File: config.mk
export PLATFORM = sky130hd
export DESIGN_NAME = mem_arbiter_flat
export DESIGN_NICKNAME = d
export VERILOG_FILES = /design/src/rtl/mem_arbiter_if.sv /design/src/rtl/mem_arbiter.sv /design/src/flat_wrapper.sv
export SDC_FILE = /design/constraint.sdc
export NUM_CORES = 1
export LEC_CHECK = 0
export ABC_CLOCK_PERIOD_IN_PS = 3400
export CORE_UTILIZATION = 42
export DETAILED_ROUTE_END_ITERATION = 7
export PLACE_DENSITY = 0.87
export SYNTH_ARGS = -nofsm -noshare
export SYNTH_HDL_FRONTEND = slang
export SYNTH_SLANG_ARGS = --single-unit
File: constraint.sdc
create_clock -name clk -period 3.4 [get_ports clk]
set_input_delay 0.51 -clock clk [delete_from_list [all_inputs] [get_ports clk]]
set_output_delay 0.51 -clock clk [all_outputs]
set_load 0.01 [all_outputs]
File: src/rtl/mem_arbiter_if.sv
// Bus bundle between the two requesters (CPU and debug/loader), the
// arbiter and the shared instruction/data memory.
interface mem_arbiter_if #(
    parameter int AW = 32,
    parameter int DW = 32
);
    logic          c_req;
    logic          c_we;
    logic [AW-1:0] c_addr;
    logic [DW-1:0] c_wdata;
    logic          c_gnt;
    logic          c_done;

    logic          d_req;
    logic          d_we;
    logic [AW-1:0] d_addr;
    logic [DW-1:0] d_wdata;
    logic          d_gnt;
    logic          d_done;

    logic [DW-1:0] rdata;
    logic          busy;

    logic [AW-1:0] mem_addr;
    logic          mem_we;
    logic [DW-1:0] mem_wd;
    logic [DW-1:0] mem_rd;

    // Arbiter side: takes requests and memory read data, drives everything else.
    modport slave (
        input  c_req, c_we, c_addr, c_wdata,
        input  d_req, d_we, d_addr, d_wdata,
        input  mem_rd,
        output c_gnt, c_done, d_gnt, d_done,
        output rdata, busy,
        output mem_addr, mem_we, mem_wd
    );

    // Requester and memory side: the mirror image of the arbiter view.
    modport master (
        output c_req, c_we, c_addr, c_wdata,
        output d_req, d_we, d_addr, d_wdata,
        output mem_rd,
        input  c_gnt, c_done, d_gnt, d_done,
        input  rdata, busy,
        input  mem_addr, mem_we, mem_wd
    );
endinterface

File: src/rtl/mem_arbiter.sv
// Two-port arbiter for the unified memory: the CPU and the debug/loader port
// compete for one transaction at a time, ties resolved round robin.
// The winning request is captured into registers so the memory port stays
// stable even if the requester changes its fields after the grant.
module mem_arbiter #(
    parameter int AW     = 32,
    parameter int DW     = 32,
    parameter int RD_LAT = 1
) (
    input  logic          clk,
    input  logic          reset,
    mem_arbiter_if.slave  bus
);

    typedef enum logic [1:0] {
        IDLE   = 2'd0,
        ACCESS = 2'd1,
        DONE   = 2'd2
    } state_t;

    localparam logic       PORT_CPU = 1'b0;
    localparam logic       PORT_DBG = 1'b1;
    localparam logic [1:0] CNT_LAST = 2'(RD_LAT - 1);

    state_t        state_q;
    state_t        state_d;
    logic          owner_q;
    logic          last_q;
    logic          we_q;
    logic [AW-1:0] addr_q;
    logic [DW-1:0] wd_q;
    logic [DW-1:0] rdata_q;
    logic [1:0]    cnt_q;

    logic          c_win;
    logic          d_win;
    logic          read_last;

    assign read_last = (cnt_q == CNT_LAST);

    // Arbitration in IDLE and next-state selection for the transaction FSM.
    always_comb begin
        state_d = state_q;
        c_win   = 1'b0;
        d_win   = 1'b0;
        case (state_q)
            IDLE: begin
                if (bus.c_req && (!bus.d_req || last_q == PORT_DBG)) begin
                    c_win = 1'b1;
                end else if (bus.d_req) begin
                    d_win = 1'b1;
                end
                if (c_win || d_win) begin
                    state_d = ACCESS;
                end
            end
            ACCESS: begin
                if (we_q || read_last) begin
                    state_d = DONE;
                end
            end
            DONE: begin
                state_d = IDLE;
            end
            default: begin
                state_d = IDLE;
            end
        endcase
    end

    // State register; reset abandons any transaction in flight.
    always_ff @(posedge clk) begin
        if (reset) begin
            state_q <= IDLE;
        end else begin
            state_q <= state_d;
        end
    end

    // Captures the winning request and counts read latency; read data is kept until the next read completes.
    always_ff @(posedge clk) begin
        if (reset) begin
            owner_q <= PORT_CPU;
            last_q  <= PORT_DBG;
            we_q    <= 1'b0;
            addr_q  <= '0;
            wd_q    <= '0;
            rdata_q <= '0;
            cnt_q   <= '0;
        end else begin
            case (state_q)
                IDLE: begin
                    if (c_win || d_win) begin
                        owner_q <= d_win;
                        last_q  <= d_win;
                        we_q    <= d_win ? bus.d_we    : bus.c_we;
                        addr_q  <= d_win ? bus.d_addr  : bus.c_addr;
                        wd_q    <= d_win ? bus.d_wdata : bus.c_wdata;
                        cnt_q   <= '0;
                    end
                end
                ACCESS: begin
                    if (!we_q) begin
                        cnt_q <= cnt_q + 2'd1;
                        if (read_last) begin
                            rdata_q <= bus.mem_rd;
                        end
                    end
                end
                default: begin
                end
            endcase
        end
    end

    assign bus.c_gnt    = c_win;
    assign bus.d_gnt    = d_win;
    assign bus.c_done   = (state_q == DONE) && (owner_q == PORT_CPU);
    assign bus.d_done   = (state_q == DONE) && (owner_q == PORT_DBG);
    assign bus.busy     = (state_q != IDLE);
    assign bus.rdata    = rdata_q;
    assign bus.mem_addr = addr_q;
    assign bus.mem_wd   = wd_q;
    assign bus.mem_we   = (state_q == ACCESS) && we_q;

endmodule
File: src/flat_wrapper.sv
// flat-port wrapper written by rule: the top's interface ports become plain ports
module mem_arbiter_flat 
#(
    parameter int AW     = 32,
    parameter int DW     = 32,
    parameter int RD_LAT = 1
)
  (clk, reset, bus_c_req, bus_c_we, bus_c_addr, bus_c_wdata, bus_d_req, bus_d_we, bus_d_addr, bus_d_wdata, bus_mem_rd, bus_c_gnt, bus_c_done, bus_d_gnt, bus_d_done, bus_rdata, bus_busy, bus_mem_addr, bus_mem_we, bus_mem_wd);
  mem_arbiter_if #(.AW(AW), .DW(DW)) bus_i ();
  input  logic clk;
  input  logic reset;
  input wire logic [$bits(bus_i.c_req)-1:0] bus_c_req;
  input wire logic [$bits(bus_i.c_we)-1:0] bus_c_we;
  input wire logic [$bits(bus_i.c_addr)-1:0] bus_c_addr;
  input wire logic [$bits(bus_i.c_wdata)-1:0] bus_c_wdata;
  input wire logic [$bits(bus_i.d_req)-1:0] bus_d_req;
  input wire logic [$bits(bus_i.d_we)-1:0] bus_d_we;
  input wire logic [$bits(bus_i.d_addr)-1:0] bus_d_addr;
  input wire logic [$bits(bus_i.d_wdata)-1:0] bus_d_wdata;
  input wire logic [$bits(bus_i.mem_rd)-1:0] bus_mem_rd;
  output wire logic [$bits(bus_i.c_gnt)-1:0] bus_c_gnt;
  output wire logic [$bits(bus_i.c_done)-1:0] bus_c_done;
  output wire logic [$bits(bus_i.d_gnt)-1:0] bus_d_gnt;
  output wire logic [$bits(bus_i.d_done)-1:0] bus_d_done;
  output wire logic [$bits(bus_i.rdata)-1:0] bus_rdata;
  output wire logic [$bits(bus_i.busy)-1:0] bus_busy;
  output wire logic [$bits(bus_i.mem_addr)-1:0] bus_mem_addr;
  output wire logic [$bits(bus_i.mem_we)-1:0] bus_mem_we;
  output wire logic [$bits(bus_i.mem_wd)-1:0] bus_mem_wd;
  assign bus_i.c_req = bus_c_req;
  assign bus_i.c_we = bus_c_we;
  assign bus_i.c_addr = bus_c_addr;
  assign bus_i.c_wdata = bus_c_wdata;
  assign bus_i.d_req = bus_d_req;
  assign bus_i.d_we = bus_d_we;
  assign bus_i.d_addr = bus_d_addr;
  assign bus_i.d_wdata = bus_d_wdata;
  assign bus_i.mem_rd = bus_mem_rd;
  assign bus_c_gnt = bus_i.c_gnt;
  assign bus_c_done = bus_i.c_done;
  assign bus_d_gnt = bus_i.d_gnt;
  assign bus_d_done = bus_i.d_done;
  assign bus_rdata = bus_i.rdata;
  assign bus_busy = bus_i.busy;
  assign bus_mem_addr = bus_i.mem_addr;
  assign bus_mem_we = bus_i.mem_we;
  assign bus_mem_wd = bus_i.mem_wd;
  mem_arbiter #(.AW(AW), .DW(DW), .RD_LAT(RD_LAT)) u_core (.clk(clk), .reset(reset), .bus(bus_i));
endmodule
==> results.yml, run 1 <==
worst_setup_path:
  cpMostUsedCell: "clkdlybuf4s50_1"
  critPathTopFamily: "buffers and inverters"
  worst-path-buf-inv: 2
  crit_path_max_incr_delay_ns: 0.60
  cp.depth: 4
  crit_path_cell_trace: "clkdlybuf4s50_1 -> a211o_2 -> nor2_2 -> clkdlybuf4s50_1"
  crit_type: "in2out"
  critical_path.slowest_cell: "clkdlybuf4s50_1"
  startpoint_type: "input port"
  reg2regPathDepth: 4
  worst_setup_path_end_kind: "primary output"
  required_ns: 2.89
  crit_arrival_ns: 2.15
  crit_fanout: 6
job:
  drv_cap: 0
cts:
  h-tree-depth: 3
  cts_tree: "yes"
  clkTransAtPathRegs_ns: 0.07
  cts_resized: 0
  clock_path_buffers: 2
  cts_root_buffer: "clkbuf_16"
  cts_made_buffers: 9
  cts_num_sinks: 103
  clock_latency_ns: 0.34
  postCtsHoldBufs: 0
  post_cts_buffers: 0
placement:
  hpwl_um: 11300
  portBuffers: 267
  place_area_um2: 7300
  dp_cells: 911
  place_congestion: 0.873
pwr:
  ir_drop_v: 0.000278
  fin_total_pwr_mw: 3.56
  power_leakage_nw: 2.58
  power_density_nw_per_um2: 468
sta:
  min_period_ns: 2.66
  setup_viol: 0
  grt_setup_unrepaired: "no"
  slew_headroom: 0.292
  fin_crit_sh: 0.782
  fin_setup_tns_ns: 0
  whs_ns: 0.459
  clock.fmax_mhz: 376
  hold_viol: 0
  worst_pin_slew_ns: 1.06
  drv_slew: 0
  fin_skew_ns: 0.00997
yosys:
  yosys-top-cells-count: "103 x dfxtp_1, 100 x a21oi_1, 68 x nand2_1"
  synth_area_leaders: "dfxtp_1 43%, a311oi_1 12%, a21oi_1 10%, nand4_1 8.5%, nand2_1 5.3%"
  syn_nets: 737
  synth_warnings: 0
  syn-cell-area_um2: 4770
  ys.flop_type: "dfxtp_1"
  synth_fa_ha_area_frac: 0.00262
  synth_compound_area_frac: 0.305
  yosysTopAreaCell: "dfxtp_1"
  synth_area_per_cell_um2: 8.37
  synth_edf_count: 0
  yosysMostFrequentCell: "dfxtp_1"
  synth.distinct_cells: 32
  syn_inst: 570
  async_flop_share: 0
  synth-simple-area-share: 0.164
  synth.top_cell.area_share: 0.432
  synth_seq_area_share: 0.432
  synth_mux_area_frac: 0
  ys_ff_latch: 103
  synth_top_family_by_area: "compound AO/OA/AOI/OAI gates"
  synth_xor_area_frac: 0
drt:
  vias: 5491
  wl_per_cell_um: 18.0
  finalWirelength_um: 16700
  antenna_left: 0
  drt_iter0_markers: 459
  drc: 1
  drt_first_pass_iters: 8
  vias_per_cell: 5.92
floorplan:
  core_area_um2: 10900
  num_rows: 38
  initial_core_util: 0.436
  io-pin-count: 268
  die_y_um: 109
  die_w_um: 109
  dieArea_um2: 11800
layout:
  layout.nets: 949
  postLayoutCellArea_um2: 7600
  syn_to_final_growth_pct: 59.3
  final_layout_size_suffix_gt1_frac: 0.0496
  fillers: 847
  diodes: 0
  fin_cells: 927
worst_hold_path:
  whs_path_depth: 2
  hold_path_class: "reg2reg"
grt:
  grt_pass1_vias: 5174
  grt-ovfl-total: 0
  grtUsageTotal: 0.267
  grt_pass1_wl_um: 24900
  antenna_found_initial: 0
  grt_max_degree: 104
run_status:
  status: "complete, but fails checks"
  failed_checks: "DRC"
tightest hold or removal path, cell delays in order, from the launching register on:
cell and delay, ns:
dfxtp_1 0.31, nand2_1 0.05, a21oi_1 0.05
flip-flops by register name, indices dropped and copies added (netlist names):
register,count
u_core.cnt_q,2
u_core.we_q,1
u_core.owner_q,1
u_core.bus.mem_addr,32
u_core.bus.rdata,32
u_core.bus.mem_wd,32
u_core.state_q,2
u_core.last_q,1
cells by family (layout without fill, tap and decap cells):
| family | after synthesis | in the layout |
|---|---|---|
| DFF | 103 | 103 |
| buffers and inverters | 81 | 298 |
| adders and majority gates | 1 | 1 |
| and+or+nand+nor | 148 | 148 |
| AOI/OAI and AO/OA | 237 | 237 |
per-stage QoR:
stage                      util  worst slack, ns
after floorplan               -             1.74
after global placement    0.668            0.764
after detailed placement  0.668            0.743
after CTS                 0.695            0.740
after global routing      0.695            0.666
final                     0.695            0.740
per-layer routing:
metal | up-vias | track usage | wire length (um)
met1 | 2551 | 0.304 | 6430
met3 | 43 | 0.0669 | 1490
met5 | - | 0 | 0
li1 | 2590 | - | -
met4 | 0 | 0.120 | 536
met2 | 307 | 0.467 | 8270
where the power goes:
part	leakage, nW	total (mW)	internal [mW]	switching, mW
logic	1.58	1.10	0.564	0.535
registers	0.850	1.43	1.34	0.0858
clock network	0.147	1.03	0.522	0.508
final cells by class:
cell class              instances  area [um2]  area share
repair buffers                278        2770       0.365
multi-input cells             386        2280       0.300
flip-flops and latches        103        2060       0.271
clock buffers                   9         225      0.0296
well taps                     140         175      0.0230
clock inverters                 7        73.8     0.00971
inverters                       4        15.0     0.00198
path summary, 6_finish.rpt:
path | from | endpoint | slack (ns)
max | bus_c_req | bus_d_gnt | 0.74
min | u_core.bus.rdata[14]$_SDFFE_PP0P_ | u_core.bus.rdata[14]$_SDFFE_PP0P_ | 0.46
max reg2reg | u_core.state_q[1]$_SDFFE_PP0P_ | u_core.bus.mem_addr[6]$_SDFFE_PP0P_ | 1.41
min reg2reg | u_core.bus.rdata[14]$_SDFFE_PP0P_ | u_core.bus.rdata[14]$_SDFFE_PP0P_ | 0.46
placed cells by master, fill, tap and decap left out, types with 9 or more instances in the layout:
master	n
nand2_1	67
clkbuf_16	9
clkdlybuf4s50_1	265
nand4_1	65
o21ai_1	45
dfxtp_1	103
o21ai_0	20
a311oi_1	65
buf_4	10
a21oi_1	100
No activity file was read; power rests on OpenSTA's default activity.
==> run 2, diff against run 1 <==
--- a/config.mk
+++ b/config.mk
@@ -5,10 +5,10 @@
 export SDC_FILE = /design/constraint.sdc
 export NUM_CORES = 1
 export LEC_CHECK = 0
-export ABC_CLOCK_PERIOD_IN_PS = 3400
-export CORE_UTILIZATION = 42
+export ABC_CLOCK_PERIOD_IN_PS = 2550
+export CORE_UTILIZATION = 39
 export DETAILED_ROUTE_END_ITERATION = 7
-export PLACE_DENSITY = 0.87
+export PLACE_DENSITY = 0.81
 export SYNTH_ARGS = -nofsm -noshare
 export SYNTH_HDL_FRONTEND = slang
 export SYNTH_SLANG_ARGS = --single-unit
==> constraint.sdc (replaced) <==
create_clock -name clk -period 2.55 [get_ports clk]
set_input_delay 0.3825 -clock clk [delete_from_list [all_inputs] [get_ports clk]]
set_output_delay 0.3825 -clock clk [all_outputs]
set_load 0.01 [all_outputs]
==> run 2 against run 1 <==
  * Power rose by 34%
  * Setup slack got worse by 0.45 ns
  * Die area rose by 7.5%
  * Highest routed layer unchanged
  * Cell count rose by 1.4%
  * The run now ends clean
  * Sequential share of layout area fell by 0.21 points
  * Critical path type unchanged
==> results.yml, run 2 (synthesis results as in run 1) <==
run_status:
  status: "complete, no violations"
worst_setup_path:
  crit_path_max_incr_delay_ns: 0.57
  startpoint_type: "input port"
  worst-path-buf-inv: 2
  critPathTopFamily: "buffers and inverters"
  crit_path_cell_trace: "clkdlybuf4s50_1 -> a211o_2 -> nor2_2 -> clkdlybuf4s50_1"
  crit_arrival_ns: 1.87
  required_ns: 2.17
  cpMostUsedCell: "clkdlybuf4s50_1"
  critical_path.slowest_cell: "clkdlybuf4s50_1"
  worst_setup_path_end_kind: "primary output"
  crit_fanout: 3
  crit_type: "in2out"
grt:
  grtUsageTotal: 0.252
  grt-ovfl-total: 0
  grt_max_degree: 68
  grt_pass1_wl_um: 25500
  antenna_found_initial: 0
  grt_pass1_vias: 5117
pwr:
  power_density_nw_per_um2: 623
  sw_frac_of_total: 0.305
  p_sw_mw: 1.45
  clkPwrFrac: 0.293
  fin_total_pwr_mw: 4.77
  seq_power_share: 0.400
  ir_drop_v: 0.000333
  internal_power_mw: 3.32
  pwr-share-comb: 0.308
  power_leakage_nw: 2.60
sta:
  worst_pin_slew_ns: 0.703
  drv_slew: 0
  clock.fmax_mhz: 443
  setup_viol: 0
  min_period_ns: 2.26
  whs_ns: 0.458
  slew_headroom: 0.531
  grt_setup_unrepaired: "no"
  setup_slack_ns: 0.295
  hold_viol: 0
  fin_skew_ns: 0.00559
  fin_setup_tns_ns: 0
  fin_crit_sh: 0.884
cts:
  cts_made_buffers: 9
  cts_tree: "yes"
  post_cts_buffers: 0
  clock_path_buffers: 2
  postCtsHoldBufs: 0
  cts_resized: 0
  h-tree-depth: 3
  cts_root_buffer: "clkbuf_16"
  clock_latency_ns: 0.34
  clkTransAtPathRegs_ns: 0.07
  cts_num_sinks: 103
layout:
  fin_cells: 940
  final_common_cell: "clkdlybuf4s50_1"
  final_core_util: 0.640
  fillers: 966
  postLayoutCellArea_um2: 7660
  diodes: 0
  syn_to_final_growth_pct: 60.5
  final_layout_size_suffix_gt1_frac: 0.0567
  layout_common_cells: "265 x clkdlybuf4s50_1, 103 x dfxtp_1, 100 x a21oi_1"
  layout.nets: 955
placement:
  hpwl_um: 11300
  place_congestion: 0.812
  place_area_um2: 7360
  dp_cells: 924
  portBuffers: 267
  dp_slack_ns: 0.258
floorplan:
  dieArea_um2: 12700
  die_y_um: 113
  core_area_um2: 12000
  io-pin-count: 268
  die_w_um: 113
  num_rows: 40
  initial_core_util: 0.399
drt:
  wl_per_cell_um: 17.9
  vias: 5514
  drc: 0
  drt_iter0_markers: 500
  vias_per_cell: 5.87
  drt_first_pass_iters: 5
  finalWirelength_um: 16800
  antenna_left: 0
worst_hold_path:
  hold_path_class: "reg2reg"
job:
  drv_cap: 0
## run 2: cell types whose count changed in the layout (fill, tap and decap cells not counted)
cell        before  now
bufinv_16        0    1
clkinvlp_4       0    3
inv_8            2    0
clkinv_8         1    0
buf_4           10   16
clkinv_4         2    1
## run 2: worst paths after layout
path,start,end,slack (ns),cells past startpoint
worst min register to register,u_core.bus.rdata[14]$_SDFFE_PP0P_,u_core.bus.rdata[14]$_SDFFE_PP0P_,0.46,2
worst max-delay path,bus_c_req,bus_d_gnt,0.29,4
worst min-delay path,u_core.bus.rdata[14]$_SDFFE_PP0P_,u_core.bus.rdata[14]$_SDFFE_PP0P_,0.46,2
worst max register to register,u_core.state_q[1]$_SDFFE_PP0P_,u_core.bus.mem_wd[26]$_SDFFE_PP0P_,0.55,4
## run 2: worst register-to-register path, cell delays in order, from the launching register on
cell	delay [ns]
dfxtp_1	0.64
a211o_2	0.20
buf_4	0.53
o21ai_0	0.27
a311oi_1	0.28
## run 2: metal layers
metal / part of all wire / routed length, um / global-route usage / vias to the layer above
met5: 0 / 0 / 0 / -
met4: 0.023 / 391 / 0.110 / 0
met3: 0.083 / 1400 / 0.0556 / 29
met2: 0.50 / 8330 / 0.437 / 285
met1: 0.40 / 6670 / 0.299 / 2600
li1: - / - / - / 2600
## run 2: final cells by class
class	instances	area, um2	share of cell area
Clock buffer	9	225	0.0294
Multi-Input combinational cell	386	2280	0.297
Sequential cell	103	2060	0.269
Timing Repair Buffer	284	2820	0.368
Tap cell	147	184	0.0240
Inverter	4	15.0	0.00196
Clock inverter	7	78.8	0.0103
## run 2: power by group through the flow
| stage | Clock, mW | Sequential, mW | Combinational (mW) |
|---|---|---|---|
| finish | 1.40 | 1.91 | 1.47 |
| detailed placement | 0 | 1.94 | 1.47 |
| global placement | 0 | 1.93 | 1.43 |
| CTS | 1.43 | 1.91 | 1.47 |
| floorplan | 0 | 2.00 | 0.681 |
| global route | 1.52 | 1.93 | 1.57 |
